--- config.mk ---
export PLATFORM = sky130hd
export DESIGN_NAME = queue_ctrl
export DESIGN_NICKNAME = d
export VERILOG_FILES = /design/src/rtl/queue_pkg.sv /design/src/rtl/queue_obuf.sv /design/src/rtl/queue_ctrl.sv
export SDC_FILE = /design/constraint.sdc
export NUM_CORES = 1
export LEC_CHECK = 0
export ABC_AREA = 1
export BUFFER_PORTS_ARGS = -buffer_cell sky130_fd_sc_hd__buf_2
export CORE_ASPECT_RATIO = 0.9
export CORE_MARGIN = 10
export CORE_UTILIZATION = 47
export CTS_CLUSTER_DIAMETER = 100
export DETAILED_ROUTE_END_ITERATION = 10
export GPL_TIMING_DRIVEN = 0
export MAX_ROUTING_LAYER = met4
export PLACE_DENSITY = 0.86
export SLEW_MARGIN = 20
export SYNTH_ARGS = -nofsm -noshare
export SYNTH_HDL_FRONTEND = slang
export SYNTH_SLANG_ARGS = --single-unit
--- constraint.sdc ---
create_clock -name clk -period 2.8 [get_ports clk]
set_input_delay 0.28 -clock clk [delete_from_list [all_inputs] [get_ports clk]]
set_output_delay 0.28 -clock clk [all_outputs]
set_load 0.1 [all_outputs]
--- src/rtl/queue_pkg.sv ---
// queue_pkg
//   Shared helper for the queue controller slice.
//   level_w(aw) : width of the occupancy count for a RAM of 2^aw words.
//                 The count reaches 2^aw + 2 (RAM full, one read in flight
//                 or captured, two output-buffer entries), so aw+2 bits.
package queue_pkg;

    function automatic int level_w(input int aw);
        return aw + 2;
    endfunction

endpackage

--- src/rtl/queue_obuf.sv ---
// queue_obuf
//   Two-entry show-ahead output buffer. Entry 0 is always the head and is
//   driven straight from a flop, so the head word is registered.
//   Ports:
//     clk, rst_n  : clock, asynchronous active-low reset
//     cap         : append cap_data at this edge (RAM read data is valid)
//     cap_data    : word to append
//     pop         : remove the head at this edge (caller only asserts it
//                   while valid is high)
//     head        : current head word
//     valid       : buffer holds at least one word
//     cnt         : number of words held, 0..2
//   The caller never captures into a full buffer unless it pops in the
//   same cycle.
module queue_obuf
    import queue_pkg::*;
#(
    parameter int WIDTH = 32
) (
    input  logic             clk,
    input  logic             rst_n,
    input  logic             cap,
    input  logic [WIDTH-1:0] cap_data,
    input  logic             pop,
    output logic [WIDTH-1:0] head,
    output logic             valid,
    output logic [1:0]       cnt
);

    logic [WIDTH-1:0] e0;
    logic [WIDTH-1:0] e1;

    assign head  = e0;
    assign valid = (cnt != 2'd0);

    always_ff @(posedge clk or negedge rst_n) begin
        if (!rst_n) begin
            e0  <= '0;
            e1  <= '0;
            cnt <= 2'd0;
        end else begin
            case ({cap, pop})
                2'b10: begin
                    if (cnt == 2'd0) e0 <= cap_data;
                    else             e1 <= cap_data;
                    cnt <= cnt + 2'd1;
                end
                2'b01: begin
                    e0  <= e1;
                    cnt <= cnt - 2'd1;
                end
                2'b11: begin
                    // Count unchanged; the new word goes behind whatever
                    // survives the pop so FIFO order holds.
                    if (cnt == 2'd1) begin
                        e0 <= cap_data;
                    end else begin
                        e0 <= e1;
                        e1 <= cap_data;
                    end
                end
                default: ;
            endcase
        end
    end

endmodule

--- src/rtl/queue_ctrl.sv ---
// queue_ctrl
//   FIFO controller that runs an external simple-dual-port RAM (1-cycle
//   read latency) as a circular buffer, with a 2-entry show-ahead output
//   buffer and sticky overflow/underflow flags.
//   Ports:
//     clk, rst_n           : clock, asynchronous active-low reset
//     push, in_data        : enqueue in_data (dropped and ovf_err set if full)
//     pop                  : consume out_data (ignored, udf_err set, if !out_valid)
//     out_data, out_valid  : registered head word and its valid
//     full                 : all 2^AW RAM words occupied
//     level                : total words held (RAM + read in flight + obuf)
//     ovf_err, udf_err     : sticky error flags, cleared by err_clr
//     ram_we/waddr/wdata   : RAM write port
//     ram_re/raddr, rdata  : RAM read port, rdata valid the cycle after ram_re
//
//   Handshake: a push is accepted in any cycle where full is low, a pop is
//   accepted in any cycle where out_valid is high; both take effect at the
//   rising edge. push while full and pop while !out_valid are not stalls,
//   they are errors recorded in the sticky flags.
module queue_ctrl
    import queue_pkg::*;
#(
    parameter int AW    = 10,
    parameter int WIDTH = 32
) (
    input  logic                    clk,
    input  logic                    rst_n,
    input  logic                    push,
    input  logic [WIDTH-1:0]        in_data,
    input  logic                    pop,
    output logic [WIDTH-1:0]        out_data,
    output logic                    out_valid,
    output logic                    full,
    output logic [level_w(AW)-1:0]  level,
    output logic                    ovf_err,
    output logic                    udf_err,
    input  logic                    err_clr,
    output logic                    ram_we,
    output logic [AW-1:0]           ram_waddr,
    output logic [WIDTH-1:0]        ram_wdata,
    output logic                    ram_re,
    output logic [AW-1:0]           ram_raddr,
    input  logic [WIDTH-1:0]        ram_rdata
);

    localparam int LW = level_w(AW);
    localparam logic [AW:0] CAPACITY = (AW+1)'(1) << AW;

    logic [AW-1:0] wr_ptr;
    logic [AW-1:0] rd_ptr;
    logic [AW:0]   ram_cnt;
    logic          rd_pend;
    logic [1:0]    obuf_cnt;
    logic          pop_ok;
    logic [2:0]    committed;

    assign pop_ok = pop && out_valid;

    assign full      = (ram_cnt == CAPACITY);
    assign level     = LW'(ram_cnt) + LW'(rd_pend) + LW'(obuf_cnt);

    assign ram_we    = push && !full;
    assign ram_waddr = wr_ptr;
    assign ram_wdata = in_data;
    assign ram_raddr = rd_ptr;

    // Words already owned by the output side after this edge must not
    // exceed the buffer's two slots. Only words counted in ram_cnt before
    // this edge are eligible, so the read never hits the address being
    // written in the same cycle.
    assign committed = {1'b0, obuf_cnt} + {2'b0, rd_pend};
    assign ram_re    = (ram_cnt != '0) && (committed < (3'd2 + {2'b0, pop_ok}));

    always_ff @(posedge clk or negedge rst_n) begin
        if (!rst_n) begin
            wr_ptr  <= '0;
            rd_ptr  <= '0;
            ram_cnt <= '0;
            rd_pend <= 1'b0;
            ovf_err <= 1'b0;
            udf_err <= 1'b0;
        end else begin
            if (ram_we) wr_ptr <= wr_ptr + AW'(1);
            if (ram_re) rd_ptr <= rd_ptr + AW'(1);
            case ({ram_we, ram_re})
                2'b10:   ram_cnt <= ram_cnt + (AW+1)'(1);
                2'b01:   ram_cnt <= ram_cnt - (AW+1)'(1);
                default: ;
            endcase
            rd_pend <= ram_re;
            // A new error in the clearing cycle keeps the flag set.
            ovf_err <= (ovf_err && !err_clr) || (push && full);
            udf_err <= (udf_err && !err_clr) || (pop && !out_valid);
        end
    end

    queue_obuf #(
        .WIDTH (WIDTH)
    ) u_obuf (
        .clk      (clk),
        .rst_n    (rst_n),
        .cap      (rd_pend),
        .cap_data (ram_rdata),
        .pop      (pop_ok),
        .head     (out_data),
        .valid    (out_valid),
        .cnt      (obuf_cnt)
    );

endmodule

Word-level counts from Yosys, hierarchy flattened
Cells that the tools add are included.
{ "word_totals": {"reg_bits": 100, "in_bits": 69, "output_inout_bits": 102, "word_cells": 59} }
{ "op_classes": {"n_addsub": 10, "order_cmp": 1, "eq_ne": 10, "mux": 8, "n_reduce_logical": 21} }
{ "ops": {"columns": ["operator", "count"], "rows": [
  ["$mux W32", 4],
  ["$pmux W32 S3", 1],
  ["$pmux W32 S2", 1],
  ["$pmux W11 S2", 1],
  ["$add A10 B1 Y10 const B", 2],
  ["$add A11 B1 Y12", 1],
  ["$add A12 B2 Y12", 1],
  ["$add A11 B1 Y11 const B", 1],
  ["$eq A11 B11 Y1 const B", 1],
  ["$reduce_bool A11 Y1", 1],
  ["$sub A11 B1 Y11 const B", 1],
  ["$reduce_bool A2 Y1", 4],
  ["$logic_and A1 B1 Y1", 7],
  ["$eq A2 B1 Y1 const B", 3],
  ["$eq A2 B2 Y1 const B", 3],
  ["$ne A2 B2 Y1 const B", 2],
  ["$pmux W2 S2", 1],
  ["$add A2 B1 Y3", 1],
  ["$add A2 B1 Y3 const A", 1],
  ["$logic_not A1 Y1", 3],
  ["$lt A3 B3 Y1", 1],
  ["$reduce_and A3 Y1", 1],
  ["$reduce_bool A3 Y1", 1],
  ["$add A2 B1 Y2 const B", 1],
  ["other kinds (5)", 6]
]} }

Longest topological paths before layout
{ "depth": {"word_depth": 7, "depth_mapped": 19, "depth_no_buf": 18} }

Modules after synthesis
From an unflattened synthesis, not the netlist that was laid out.
{ "hier_totals": {"hier_cells": 775, "area_unflattened_um2": 5838.1} }
{ "modules_own_cells": {"columns": ["module", "n_inst", "cells_per_inst", "area_per_inst_um2", "seq_area_each_um2"], "rows": [
  ["queue_obuf", 1, 402, 3124.2, 1651.6],
  ["queue_ctrl", 1, 373, 2713.9, 850.8]
]} }

Least setup slack after synthesis
Ideal clock, no wire load.
{ "synth_timing": {"path_type": "register -> output", "startpoint": "register ram_cnt[0]", "endpoint": "output port level[9]", "arrival_ns": 3.480, "required_ns": 2.520, "path_slack_ns": -0.960, "stages_incl_launch_ff": 8, "path_cell_list": "dfrtp_1 -> inv_1 -> fa_1 -> inv_1 -> a21oi_1 -> nor2_1 -> nand3_1 -> o21ai_0"} }
{ "synth_between": {"elab_chain_len": 2} }
{ "synth_rtl": {"columns": ["item", "line_no", "text"], "rows": [
  ["from (decl)", "queue_ctrl.sv:51", "logic [AW:0] ram_cnt;"],
  ["from (signal assigned)", "queue_ctrl.sv:86", "2'b10: ram_cnt <= ram_cnt + (AW+1)'(1);"],
  ["from (signal assigned)", "queue_ctrl.sv:87", "2'b01: ram_cnt <= ram_cnt - (AW+1)'(1);"],
  ["$add A11 B1 Y12", "queue_ctrl.sv:60", "assign level = LW'(ram_cnt) + LW'(rd_pend) + LW'(obuf_cnt);"],
  ["$add A12 B2 Y12", "queue_ctrl.sv:60", null],
  ["to (decl)", "queue_ctrl.sv:34", "output logic [level_w(AW)-1:0] level,"]
]} }
Every way passes these cells.

Worst setup path in the final report
{ "layout_timing": {"startpoint": "register rd_pend", "endpoint": "register ram_cnt[7]"} }
{ "layout_between": {"elab_chain_len": 5, "elab_cells_between_ends": 7, "classes_between": "add/sub (1); order compare (1); eq/ne (2); mux (1); reduce/logical (2)"} }
{ "layout_rtl": {"columns": ["item", "line_no", "text"], "rows": [
  ["from (decl)", "queue_ctrl.sv:52", "logic rd_pend;"],
  ["from (signal assigned)", "queue_ctrl.sv:90", "rd_pend <= ram_re;"],
  ["$add A2 B1 Y3 *", "queue_ctrl.sv:71", "assign committed = {1'b0, obuf_cnt} + {2'b0, rd_pend};"],
  ["$lt A3 B3 Y1 *", "queue_ctrl.sv:72", "assign ram_re = (ram_cnt != '0) && (committed < (3'd2 + {2'b0, pop_ok}));"],
  ["$logic_and A1 B1 Y1 *", "queue_ctrl.sv:72", null],
  ["$eq A2 B1 Y1 or $eq A2 B2 Y1 (tied branches)", "queue_ctrl.sv:85", "case ({ram_we, ram_re})"],
  ["$pmux W11 S2 or $reduce_bool A2 Y1 (tied branches)", null, null]
]} }
Every way passes the cells marked *; elsewhere a longest branch is shown, timed or not.
A chain may end at the register's enable or synchronous reset.

==> flow_summary.json <==
{
  "status": "completed",
  "synth_nets": 738,
  "rows": 37,
  "initial_utilization": 0.488,
  "drive_gt1_frac": 0.396,
  "stdcell_count": 978,
  "r2r_slack_ns": 0.03,
  "via_per_inst": 5.18,
  "fin_crit_ns": 2.77,
  "hold_end": "ovf_err",
  "clock-root-buffer": "clkbuf_16",
  "hpwl_mm": 10.9,
  "relSlewSlack": 0.655,
  "gp_congestion": 0.918,
  "hold_start": "err_clr",
  "htreeDepth": 3,
  "coreArea_mm2": 0.0116,
  "worstSetupStartpointType": "register",
  "die_w_um": 136,
  "syn_inst": 646,
  "max_freq_ghz": 0.361,
  "portBuffers": 138,
  "cp.required_ns": 3.03,
  "wl_mm": 15.1,
  "grt_pass1_wl_mm": 24.1,
  "arrival_ns": 3.00,
  "drtAntennaViolNets": 0,
  "antenna_found_initial": 1,
  "clkLatencyLatePin_ns": 0.34,
  "avgSynthCellArea_um2": 8.78,
  "hold_depth": 2,
  "critPathKind": "reg2reg",
  "clk_path_buf_depth": 2,
  "tritoncts": "yes",
  "wire_per_inst_um": 15.5,
  "final_area_mm2": 0.00740,
  "max-cap-violations": 0,
  "firstDrtPassIters": 5,
  "grt_max_degree": 70,
  "synth_edf_count": 0,
  "initialDrtViolationCount": 444,
  "post-place-cells": 941,
  "cts.sinks": 100,
  "grt-ovfl-total": 0,
  "dieHeight_um": 124,
  "regToRegStartpoint": "rd_pend",
  "async_flop_share": 1.00,
  "finalCritPeriodShare": 0.990,
  "synth_warnings": 0,
  "areaGrowthSynthToFinish_pct": 30.5,
  "yosys-top-cells-count": "nand2_1 (113), dfrtp_1 (100), o21ai_0 (77)",
  "drc": 0,
  "clk_pin_slew_worst_paths_ns": 0.07,
  "grt_pass1_vias": 4946,
  "post-synth-top-count-cell": "nand2_1",
  "synth-main-ff-cell": "dfrtp_1",
  "finalClockSkew_ns": 0.00936,
  "place_area_mm2": 0.00670,
  "synth-seq-cells": 100,
  "ys_top_cells_by_area": "dfrtp_1 (44%), nand2_1 (7.5%), o21ai_0 (6.8%), mux2_2 (5.0%), buf_4 (4.6%)",
  "synth_top_area_frac": 0.441,
  "ys_types": 36,
  "finalHoldViolCount": 0,
  "synth-seq-area-share": 0.441,
  "numCtsBuffers": 9,
  "finalHoldWorstSlack_ns": 0.154,
  "r2r_cells": 17,
  "fill_cells": 922,
  "min_path_type": "in2reg",
  "num_vias": 5070,
  "endpoint_kind": "register",
  "num_io_pins": 171,
  "slew_viol_final": 0,
  "worst_pin_slew_ns": 0.522,
  "r2r_end": "ram_cnt[7]",
  "groute.usage.overall": 0.175,
  "synth_largest_area_cell": "dfrtp_1",
  "critPathMaxFanout": 6,
  "setup_violations": 0,
  "nets": 908,
  "dieArea_mm2": 0.0169,
  "syn_area_mm2": 0.00567
}
[flip-flops by register name (all words and copies together), names as in the netlist]
register and flops:
u_obuf.e1 32, u_obuf.head 32, ram_cnt 11, ram_raddr 10
ram_waddr 10, u_obuf.cnt 2, ovf_err 1, rd_pend 1
udf_err 1
[worst max-delay path: stages, from the launching register on]
cell	delay [ns]
dfrtp_1	0.41
buf_6	0.13
ha_2	0.17
ha_1	0.28
a21oi_2	0.07
nand2_4	0.08
inv_4	0.04
buf_12	0.12
ha_4	0.16
buf_8	0.15
ha_4	0.31
nand2_1	0.11
nor2_1	0.17
nand2_1	0.12
nand3_1	0.11
nand2_1	0.08
nor2_1	0.11
nor2_1	0.05
[placed cells by master, fill, tap and decap left out, drive strengths merged]
| cell | Yosys | routed |
|---|---|---|
| buf | 47 | 203 |
| nand2 | 118 | 118 |
| dfrtp | 100 | 100 |
| o21ai | 90 | 90 |
| nor2 | 67 | 67 |
| inv | 54 | 58 |
| a31oi | 32 | 32 |
| mux2 | 26 | 26 |
| nand3 | 24 | 24 |
| clkbuf | 12 | 23 |
| ha | 20 | 20 |
| xor2 | 16 | 16 |
| xnor2 | 12 | 12 |
| a21oi | 9 | 9 |
| nor3 | 7 | 7 |
| nand4 | 4 | 4 |
| o22ai | 3 | 3 |
| fa | 3 | 3 |
| clkinv | 0 | 2 |
| diode | 0 | 1 |
| or2 | 1 | 1 |
| o211ai | 1 | 1 |
| clkinvlp | 0 | 1 |
| dlygate4sd3 | 0 | 1 |
[per-layer routing]
| metal | vias to the layer above | track usage | wire length [um] | share of wire |
|---|---|---|---|---|
| met5 | - | - | 0 | 0 |
| met4 | 0 | 0.0441 | 303 | 0.020 |
| met3 | 28 | 0.0415 | 1090 | 0.072 |
| met2 | 192 | 0.286 | 7580 | 0.50 |
| met1 | 2399 | 0.211 | 6150 | 0.41 |
| li1 | 2451 | - | - | - |
[cell families (layout without fill, tap and decap cells)]
logic type,Yosys count,after routing,synth area share
AND/OR/NAND/NOR,221,221,0.164
AO/OA/AOI/OAI,135,135,0.135
buffers and inverters,113,288,0.109
flip-flops,100,100,0.441
XOR/XNOR,28,28,0.0432
multiplexers,26,26,0.0523
adder cells (fa/ha/maj),23,23,0.0547
other,0,1,0
[cell type report]
class / instances / area, um2 / area share
Multi-Input combinational cell: 433 / 2870 / 0.387
Buffer: 59 / 412 / 0.0556
Tap cell: 156 / 195 / 0.0264
Inverter: 54 / 205 / 0.0277
Timing Repair Buffer: 159 / 921 / 0.124
Antenna cell: 1 / 2.50 / 0.000338
Sequential cell: 100 / 2510 / 0.339
Clock buffer: 9 / 225 / 0.0304
Clock inverter: 7 / 66.3 / 0.00896
[repair_timing]
action	CTS	global route
buffers inserted	11	8
pin swaps	5	8
gates resized for setup	24	39
endpoints found under the setup margin	16	13
hold buffers	1	0
endpoints found under the hold margin	31	0
[metrics by stage]
step | setup TNS (ns) | worst slack [ns] | utilization
after detailed placement | -1.93 | -0.368 | 0.576
after CTS | 0 | 0.00147 | 0.617
after floorplan | -0.459 | -0.270 | -
final | 0 | 0.0272 | 0.637
after global placement | -1.18 | -0.264 | 0.573
after global routing | -0.148 | -0.0728 | 0.637
[worst max-delay path by stage]
stage | depth (start not counted) | from | slack [ns] | end
CTS | 10 | u_obuf.cnt[0] | 0.001 | level[10]
global route | 17 | rd_pend | -0.07 | ram_cnt[7]
finish | 17 | rd_pend | 0.03 | ram_cnt[7]
detailed placement | 19 | u_obuf.cnt[1] | -0.37 | ram_cnt[8]
floorplan | 7 | ram_cnt[0] | -0.27 | level[9]
global placement | 10 | ram_cnt[0] | -0.26 | level[10]
Power is left out: the tool's default activity adds up to more than one toggle a clock period on the data nets, which glitch-free logic cannot reach.
